### src/rtl/uart_pkg.sv
// Shared UART package: tx state encoding, tx datapath control points, baud divisor helper.
// UART_TX_PARITY_EN adds the PARITY state to the tx state encoding.
package uart_pkg;

    typedef enum logic [2:0] {
        TX_IDLE   = 3'd0,
        TX_START  = 3'd1,
        TX_DATA   = 3'd2,
        TX_STOP   = 3'd3
`ifdef UART_TX_PARITY_EN
        , TX_PARITY = 3'd4
`endif
    } tx_state_e;

    // What the registered tx pin takes on the next edge.
    typedef enum logic [1:0] {
        TX_SEL_ONE  = 2'd0,
        TX_SEL_ZERO = 2'd1,
        TX_SEL_BIT  = 2'd2,
        TX_SEL_PAR  = 2'd3
    } tx_sel_e;

    typedef struct packed {
        logic en;
        logic clr;
    } cnt_ctrl_t;

    typedef struct packed {
        logic load;
        logic shift;
    } shift_ctrl_t;

    typedef struct packed {
        cnt_ctrl_t   baud_ctrl;
        cnt_ctrl_t   bit_ctrl;
        shift_ctrl_t shift_ctrl;
        tx_sel_e     tx_sel;
    } tx_ctrl_t;

    function automatic int clks_per_bit(input int clk_freq, input int baud_rate);
        return clk_freq / baud_rate;
    endfunction

endpackage

### src/rtl/uart_tx_datapath.sv
// UART tx datapath: baud counter, data bit counter, shift register and registered tx pin.
// UART_TX_PARITY_EN adds the captured even-parity bit and its output flag.
module uart_tx_datapath
    import uart_pkg::*;
#(
    parameter int CLKS_PER_BIT = 10,
    parameter int DATA_WIDTH   = 8
) (
    input  logic                  clock,
    input  logic                  reset,
    input  tx_ctrl_t              ctrl,
    input  logic [DATA_WIDTH-1:0] tx_data,
    output logic                  bit_end,
    output logic                  last_bit,
`ifdef UART_TX_PARITY_EN
    output logic                  parity,
`endif
    output logic                  tx
);

    localparam int BW = $clog2(CLKS_PER_BIT);
    localparam int NW = $clog2(DATA_WIDTH);

    logic [BW-1:0]         baud_q, baud_d;
    logic [NW-1:0]         bit_q, bit_d;
    logic [DATA_WIDTH-1:0] shreg_q, shreg_d;
    logic                  tx_q, tx_d;
`ifdef UART_TX_PARITY_EN
    logic                  par_q, par_d;
`endif

    assign bit_end  = (baud_q == BW'(CLKS_PER_BIT - 1));
    assign last_bit = (bit_q == NW'(DATA_WIDTH - 1));
    assign tx       = tx_q;

    always_comb begin
        baud_d = baud_q;
        if (ctrl.baud_ctrl.clr)     baud_d = '0;
        else if (ctrl.baud_ctrl.en) baud_d = baud_q + BW'(1);

        bit_d = bit_q;
        if (ctrl.bit_ctrl.clr)      bit_d = '0;
        else if (ctrl.bit_ctrl.en)  bit_d = bit_q + NW'(1);

        shreg_d = shreg_q;
        if (ctrl.shift_ctrl.load)       shreg_d = tx_data;
        else if (ctrl.shift_ctrl.shift) shreg_d = shreg_q >> 1;

`ifdef UART_TX_PARITY_EN
        par_d = ctrl.shift_ctrl.load ? ^tx_data : par_q;
`endif

        // tx is registered, so it follows the post-edge state and shift register.
        case (ctrl.tx_sel)
            TX_SEL_ZERO: tx_d = 1'b0;
            TX_SEL_BIT:  tx_d = shreg_d[0];
`ifdef UART_TX_PARITY_EN
            TX_SEL_PAR:  tx_d = par_q;
`endif
            default:     tx_d = 1'b1;
        endcase
    end

    always_ff @(posedge clock) begin
        if (reset) begin
            baud_q  <= '0;
            bit_q   <= '0;
            shreg_q <= '0;
            tx_q    <= 1'b1;
`ifdef UART_TX_PARITY_EN
            par_q   <= 1'b0;
`endif
        end else begin
            baud_q  <= baud_d;
            bit_q   <= bit_d;
            shreg_q <= shreg_d;
            tx_q    <= tx_d;
`ifdef UART_TX_PARITY_EN
            par_q   <= par_d;
`endif
        end
    end

`ifdef UART_TX_PARITY_EN
    assign parity = par_q;
`endif

endmodule

### src/rtl/uart_tx.sv
// UART transmitter top: frame FSM and valid/ready handshake over uart_tx_datapath.
// UART_TX_PARITY_EN inserts an even-parity bit between the last data bit and the stop bit.
module uart_tx
    import uart_pkg::*;
#(
    parameter int CLK_FREQ   = 100_000_000,
    parameter int BAUD_RATE  = 115200,
    parameter int DATA_WIDTH = 8
) (
    input  logic                  clock,
    input  logic                  reset,
    input  logic [DATA_WIDTH-1:0] tx_data,
    input  logic                  tx_valid,
    output logic                  tx_ready,
    output logic                  tx,
    output logic                  busy
);

    localparam int CLKS_PER_BIT = clks_per_bit(CLK_FREQ, BAUD_RATE);

    if (CLKS_PER_BIT < 2) begin : g_bad_cpb
        $error("uart_tx: CLKS_PER_BIT must be at least 2");
    end
    if (DATA_WIDTH < 2) begin : g_bad_dw
        $error("uart_tx: DATA_WIDTH must be at least 2");
    end

    localparam logic [2:0] S_IDLE   = 3'(TX_IDLE);
    localparam logic [2:0] S_START  = 3'(TX_START);
    localparam logic [2:0] S_DATA   = 3'(TX_DATA);
    localparam logic [2:0] S_STOP   = 3'(TX_STOP);
`ifdef UART_TX_PARITY_EN
    localparam logic [2:0] S_PARITY = 3'(TX_PARITY);
`endif

    logic [2:0] state_q, state_d;
    logic       bit_end, last_bit, accept;
    tx_ctrl_t   ctrl;

    // Ready on the last stop cycle lets the next start bit follow with no gap.
    assign tx_ready = (state_q == S_IDLE) || (state_q == S_STOP && bit_end);
    assign accept   = tx_valid && tx_ready;
    assign busy     = (state_q != S_IDLE);

    always_comb begin
        state_d = state_q;
        case (state_q)
            S_IDLE:  if (accept) state_d = S_START;
            S_START: if (bit_end) state_d = S_DATA;
            S_DATA:
                if (bit_end && last_bit) begin
`ifdef UART_TX_PARITY_EN
                    state_d = S_PARITY;
`else
                    state_d = S_STOP;
`endif
                end
`ifdef UART_TX_PARITY_EN
            S_PARITY: if (bit_end) state_d = S_STOP;
`endif
            S_STOP:  if (bit_end) state_d = accept ? S_START : S_IDLE;
            default: state_d = S_IDLE;
        endcase
    end

    always_comb begin
        ctrl                  = '0;
        ctrl.baud_ctrl.en     = 1'b1;
        ctrl.baud_ctrl.clr    = (state_q == S_IDLE) || bit_end;
        ctrl.bit_ctrl.en      = (state_q == S_DATA) && bit_end && !last_bit;
        ctrl.bit_ctrl.clr     = (state_q != S_DATA);
        ctrl.shift_ctrl.load  = accept;
        ctrl.shift_ctrl.shift = (state_q == S_DATA) && bit_end;
        case (state_d)
            S_START:  ctrl.tx_sel = TX_SEL_ZERO;
            S_DATA:   ctrl.tx_sel = TX_SEL_BIT;
`ifdef UART_TX_PARITY_EN
            S_PARITY: ctrl.tx_sel = TX_SEL_PAR;
`endif
            default:  ctrl.tx_sel = TX_SEL_ONE;
        endcase
    end

    always_ff @(posedge clock) begin
        if (reset) state_q <= S_IDLE;
        else       state_q <= state_d;
    end

    uart_tx_datapath #(
        .CLKS_PER_BIT (CLKS_PER_BIT),
        .DATA_WIDTH   (DATA_WIDTH)
    ) u_datapath (
        .clock    (clock),
        .reset    (reset),
        .ctrl     (ctrl),
        .tx_data  (tx_data),
        .bit_end  (bit_end),
        .last_bit (last_bit),
`ifdef UART_TX_PARITY_EN
        .parity   (),
`endif
        .tx       (tx)
    );

endmodule

### config.mk
export PLATFORM = sky130hd
export DESIGN_NAME = uart_tx
export DESIGN_NICKNAME = d
export VERILOG_FILES = /design/src/rtl/uart_pkg.sv /design/src/rtl/uart_tx_datapath.sv /design/src/rtl/uart_tx.sv
export SDC_FILE = /design/constraint.sdc
export NUM_CORES = 1
export LEC_CHECK = 0
export BUFFER_PORTS_ARGS = -buffer_cell sky130_fd_sc_hd__buf_2
export CORE_MARGIN = 2
export CORE_UTILIZATION = 45
export CTS_BUF_LIST = sky130_fd_sc_hd__clkbuf_8
export DETAILED_ROUTE_END_ITERATION = 12
export PLACE_DENSITY_LB_ADDON = 0.12
export SLEW_MARGIN = 20
export SYNTH_ARGS = -nofsm -noshare
export SYNTH_HDL_FRONTEND = slang
export SYNTH_SLANG_ARGS = --single-unit
### constraint.sdc
create_clock -name clock -period 5.25 [get_ports clock]
set_input_delay 1.05 -clock clock [delete_from_list [all_inputs] [get_ports clock]]
set_output_delay 1.05 -clock clock [all_outputs]
set_load 0.01 [all_outputs]
==> results of run 1 <==
per-layer routing:
layer / global-route usage / share of wire
met1: 0.221 / 0.47
met2: 0.300 / 0.49
met3: 0.0491 / 0.029
met4: 0.0299 / 0.0071
met5: 0 / 0
path summary, 6_finish.rpt:
check | endpoint | slack [ps] | cells past startpoint
hold / removal | u_datapath.shreg_q[7] | 480 | 2
setup reg to reg | u_datapath.bit_q[0] | 3060 | 5
hold reg to reg | u_datapath.shreg_q[7] | 480 | 2
setup / recovery | tx_ready | 2220 | 6
critical path: stages, from the launching register on:
cell and delay, ps:
dfxtp_1 390, ha_1 260, nor3b_4 320, nand4_1 210
mux2_2 320, nor2_1 80, buf_2 130
stage by stage:
stage / cells / total power (uW) / cell area (sq um) / hold slack [ps]
6_report: 187 / 342 / 1420 / 480
5_1_grt: 187 / 358 / 1420 / 508
4_1_cts: 187 / 347 / 1420 / 483
3_5_place_dp: 183 / 232 / 1370 / 465
3_3_place_gp: 183 / 231 / 1370 / 444
2_1_floorplan: 146 / 224 / 1310 / 430
power groups by stage:
stage / sequential, uW / clock [uW] / combinational, uW
3_5_place_dp: 204 / 0 / 27.8
5_1_grt: 201 / 126 / 31.1
3_3_place_gp: 204 / 0 / 26.8
4_1_cts: 200 / 120 / 27.8
6_report: 200 / 115 / 27.4
2_1_floorplan: 203 / 0 / 21.4
cells by family after synthesis:
logic type / synth area share
AOI/OAI and AO/OA: 0.174
xor gates and xnor gates: 0.0601
adders and majority gates: 0.0286
buffers and inverters: 0.0420
DFF: 0.382
muxes: 0.0162
other: 0.00286
and+or+nand+nor: 0.295
cells in the final DEF (no fill, tap or decap), types with 2 or more instances in the layout:
master,netlist,layout
ha_1,3,3
nand2_1,20,20
nand4_1,4,4
dfxtp_1,25,25
clkbuf_8,0,3
a21oi_1,11,11
nor4_1,2,2
a311oi_2,6,6
xnor2_1,7,7
nor3_1,4,4
inv_1,3,3
a31oi_1,2,2
or2_2,2,2
xor2_1,2,2
nand3b_1,2,2
buf_2,5,13
o21ai_0,3,3
nor2_1,15,15
nand2b_1,3,3
nand3_1,3,3
or3_1,2,2
layout make-up:
class | count | area [sq um] | area share
Timing Repair Buffer | 13 | 65.1 | 0.0458
Sequential cell | 25 | 500 | 0.352
Inverter | 3 | 11.3 | 0.00793
Multi-Input combinational cell | 111 | 756 | 0.532
Tap cell | 31 | 38.8 | 0.0273
Clock buffer | 3 | 41.3 | 0.0291
Clock inverter | 1 | 7.51 | 0.00529
flip-flops by register name (all words and copies together), names as in the netlist:
register / cells
state_q: 3
u_datapath.baud_q: 10
u_datapath.bit_q: 3
u_datapath.shreg_q: 8
u_datapath.tx: 1
==> results.cfg, run 1 <==
[status]
outcome = finished clean

[cells_and_area]
fillers = 279
post-route-util = 0.515
final_layout_size_suffix_gt1_frac = 0.212
area.growth.synth_to_final_pct = 8.30
nets = 171
antenna_cells = 0

[sta]
fin_skew_ps = 3.43
rsz0062_at_grt = false
final.setup.tns_ps = 0
setup_ws_ps = 2220
period_share = 0.577
max_freq_mhz = 330
tightest_slew_ps = 521
fin_crit_ps = 3030
drv_slew = 0
setup_violations = 0
finalHoldViolations = 0
slew_headroom = 0.652

[floorplan]
die_width_microns = 58.0
initial_utilization = 0.475
core_area_sq_um = 2760
dieHeight_microns = 58.0
io_pins = 14
rows = 19
die_area_sq_um = 3360

[critical_path]
worstPathRequired_ps = 4200
startpoint_type = flip-flop
critPathCaptureType = output port
cp.arrival_ps = 1980
crit_start = u_datapath.baud_q[0]
cp_max_fo = 5
regToRegStartpoint = u_datapath.baud_q[0]
path_class = reg -> out

[cts]
cts_made_buffers = 3
cts_resized = 0
holdBufCountCts = 0
clock-sinks = 25
ctsRootBufferMaster = clkbuf_8
h-tree-depth = 1
cts_tree = yes
cts_buffer_depth = 2
postCtsSetupRepairBufs = 0
clk_latency_ps = 270
clk_pin_slew_ps = 90

[yosys]
yosysTopAreaCell = dfxtp_1
synth-edff-count = 0
syn_inst = 146
async_flop_share = 0
ys_ff_latch = 25
synth_common_cells = dfxtp_1, nand2_1, nor2_1
yosysWarnings = 0
synth_flop_cell = dfxtp_1
ys_seq_area_frac = 0.382
synth_nets = 160
synth_cell_types = 42
postSynthAreaPerCell_sq_um = 8.98
synth_top_cell_area_share = 0.382
synth_area_leaders = dfxtp_1, a311oi_2, nand2_1
synth_area_sq_um = 1310
synth.most_common_cell = dfxtp_1

[pwr]
combPwrFrac = 0.080
p_seq_frac = 0.584
p_per_area_nw_per_um2 = 241
p_leak_uw = 0.000487
clkPwrFrac = 0.336
p_sw_uw = 80.4
max-vdd-ir-drop_uv = 225
internal-power_uw = 262
switching_share = 0.235

[placed_design]
hpwl_microns = 1880
pre_cts_ws_ps = 2530
gp_congestion = 0.751
placement.io_buffers = 13

[grt]
grt_pass1_vias = 1028
grt_pass1_wl_microns = 4560
grt_antenna_before_repair = 0
gr-total-overflow = 0
grt_usage = 0.175
grt_start_max_net_pins = 16

[route]
drt-pass1-iter-count = 4
viasPerCell = 5.65
vias = 1056
avgRoutedWirePerCell_microns = 13.6
postRouteAntennaNets = 0
drtIter0Drc = 40
wl_microns = 2550
drcViolationCount = 0

[job]
maxCapViolCount = 0

[worst_hold_path]
hp-start = u_datapath.shreg_q[7]
hold_path.class = reg -> reg
No activity file was read; power rests on OpenSTA's default activity.
==> run 2: changes to the inputs <==
--- a/config.mk
+++ b/config.mk
@@ -5,6 +5,7 @@
 export SDC_FILE = /design/constraint.sdc
 export NUM_CORES = 1
 export LEC_CHECK = 0
+export ABC_AREA = 1
 export BUFFER_PORTS_ARGS = -buffer_cell sky130_fd_sc_hd__buf_2
 export CORE_MARGIN = 2
 export CORE_UTILIZATION = 45
==> constraint.sdc (replaced) <==
create_clock -name clock -period 3.1 [get_ports clock]
set_input_delay 0.62 -clock clock [delete_from_list [all_inputs] [get_ports clock]]
set_output_delay 0.62 -clock clock [all_outputs]
set_load 0.01 [all_outputs]
==> run 2 against run 1 <==
  * Flip-flop and latch count stayed put
  * Largest cell class unchanged
  * Synthesized area is 7.6% lower
  * Sequential share of layout area is 1.8 points higher
  * Total power is 65% higher
  * Count of clock-buffer cells in the layout stayed put
  * Clock skew is 1.9 ps higher
  * Register-to-register slack worse by 1600 ps
  * Cell area is 4.9% lower
  * Die area is 7.1% lower
==> results.cfg, run 2 <==
[status]
outcome = finished clean

[cts]
cts_tree = yes
cts_resized = 0
h-tree-depth = 1
clock-sinks = 25
clk_latency_ps = 270
clk_pin_slew_ps = 80
cts_buffer_depth = 2
ctsRootBufferMaster = clkbuf_8
holdBufCountCts = 0
postCtsSetupRepairBufs = 0
cts_made_buffers = 3

[critical_path]
startpoint_type = flip-flop
path_class = reg -> out
crit_chain = ha_1 > nand2_1 > nor2_4 > nand3b_1 > nand2_2 > buf_2
cp_max_fo = 10
rr_worst_depth = 8
slowest_stage = dfxtp_1
critPathMaxStageDelay_ps = 360
cp.arrival_ps = 1610
critPathCaptureType = output port
worstPathRequired_ps = 2480

[sta]
rsz0062_at_grt = false
fin_crit_ps = 2230
drv_slew = 0
setup_violations = 0
max_freq_mhz = 449
period_share = 0.718
fin_skew_ps = 5.30
final.setup.tns_ps = 0
holdWs_ps = 460
finalHoldViolations = 0

[cells_and_area]
final_cell_mix = nand2_1, dfxtp_1, nand3_1, inv_1, a21oi_1
largest_register_ffs = 10
top_regs = u_datapath.baud_q: 10 flops, u_datapath.shreg_q: 8 flops
largest-register = u_datapath.baud_q
final_common_cell = nand2_1
area.growth.synth_to_final_pct = 11.5
fillers = 261
antenna_cells = 0
nets = 193
final_layout_size_suffix_gt1_frac = 0.152

[yosys]
yosysWarnings = 0
syn_inst = 163
synth_nets = 177
async_flop_share = 0
synth_common_cells = nand2_1, dfxtp_1, nand3_1
synth_area_leaders = dfxtp_1, nand3_1, nand2_1
synth_area_sq_um = 1210
synth_flop_cell = dfxtp_1
postSynthAreaPerCell_sq_um = 7.43
synth.most_common_cell = nand2_1
yosysTopAreaCell = dfxtp_1
synth_top_cell_area_share = 0.413
synth-edff-count = 0
ys_ff_latch = 25
ys_seq_area_frac = 0.413
synth_cell_types = 28

[floorplan]
die_area_sq_um = 3120
initial_utilization = 0.480
rows = 18
io_pins = 14
die_width_microns = 55.9
dieHeight_microns = 55.9
core_area_sq_um = 2520

[grt]
gr-total-overflow = 0
grt_start_max_net_pins = 14
grt_pass1_wl_microns = 4110
grt_pass1_vias = 1027
grt_antenna_before_repair = 0
grt_usage = 0.160

[placed_design]
placement.io_buffers = 13
hpwl_microns = 1670
gp_congestion = 0.754

[job]
maxCapViolCount = 0

[route]
wl_microns = 2280
drtIter0Drc = 23
vias = 1069
postRouteAntennaNets = 0
drt-pass1-iter-count = 4
drcViolationCount = 0
avgRoutedWirePerCell_microns = 11.0
viasPerCell = 5.14

[pwr]
p_per_area_nw_per_um2 = 418
max-vdd-ir-drop_uv = 274
p_leak_uw = 0.000542

[worst_hold_path]
hold_path.class = reg -> reg
whs_path_depth = 1
==> run 2: cell count changes after synthesis, sizes merged, moves of 6 or more <==
cell / delta
xnor2: -7
a311oi: -6
inv: +19
nand3: +22
buf: -6
nand2: +10
==> run 2: cell type report <==
cell class                 instances  area [sq um]  area share
tap                               30          37.5      0.0278
inverter                          22          82.6      0.0612
multi-input combinational        114           619       0.459
clock inverter                     1          3.75     0.00278
clock buffer                       3          41.3      0.0306
timing repair buffer              13          65.1      0.0482
sequential                        25           500       0.371
==> run 2: per-stage QoR <==
stage / total power, uW / setup WS [ps] / util / area [sq um] / cells
after floorplan: 370 / 1430 / - / 1210 / 163
after global placement: 384 / 1220 / 0.517 / 1310 / 204
after detailed placement: 385 / 1170 / 0.517 / 1310 / 204
after CTS: 571 / 867 / 0.535 / 1350 / 208
after global routing: 590 / 755 / 0.535 / 1350 / 208
final: 565 / 875 / 0.535 / 1350 / 208
==> run 2: critical path: cells and delay by family, from the launching register on <==
family / cells / cell delay, ps
adders and majority gates: 1 / 190
and+or+nand+nor: 4 / 620
buffers and inverters: 1 / 170
DFF: 1 / 360
==> run 2: routing by layer <==
layer	track usage	routed length, microns	vias to the layer above	part of all wire
li1	-	-	569	-
met2	0.262	1060	11	0.47
met5	0	0	-	0
met3	0.0326	59	4	0.026
met4	0.0646	27	0	0.012
met1	0.207	1130	485	0.50
==> run 2: path summary, 6_finish.rpt <==
kind	from	endpoint	slack, ps
min reg2reg	u_datapath.baud_q[0]	u_datapath.baud_q[0]	460
min	u_datapath.baud_q[0]	u_datapath.baud_q[0]	460
max reg2reg	u_datapath.baud_q[0]	u_datapath.shreg_q[4]	1460
max	u_datapath.baud_q[0]	tx_ready	870
==> run 2: cells by family (layout without fill, tap and decap cells) <==
group,count (synthesis),after routing,share of synthesized area
compound gates,21,21,0.0940
buf+inv,24,39,0.0754
simple gates,88,88,0.376
flops,25,25,0.413
xor+xnor,1,1,0.00723
other cells,1,1,0.00310
fa+ha+maj,3,3,0.0310
==> run 2: report_power, final <==
group | switching [uW] | internal (uW)
Clock | 97.9 | 88.5
Combinational | 26.6 | 17.4
Sequential | 4.82 | 329
Total | 129 | 435
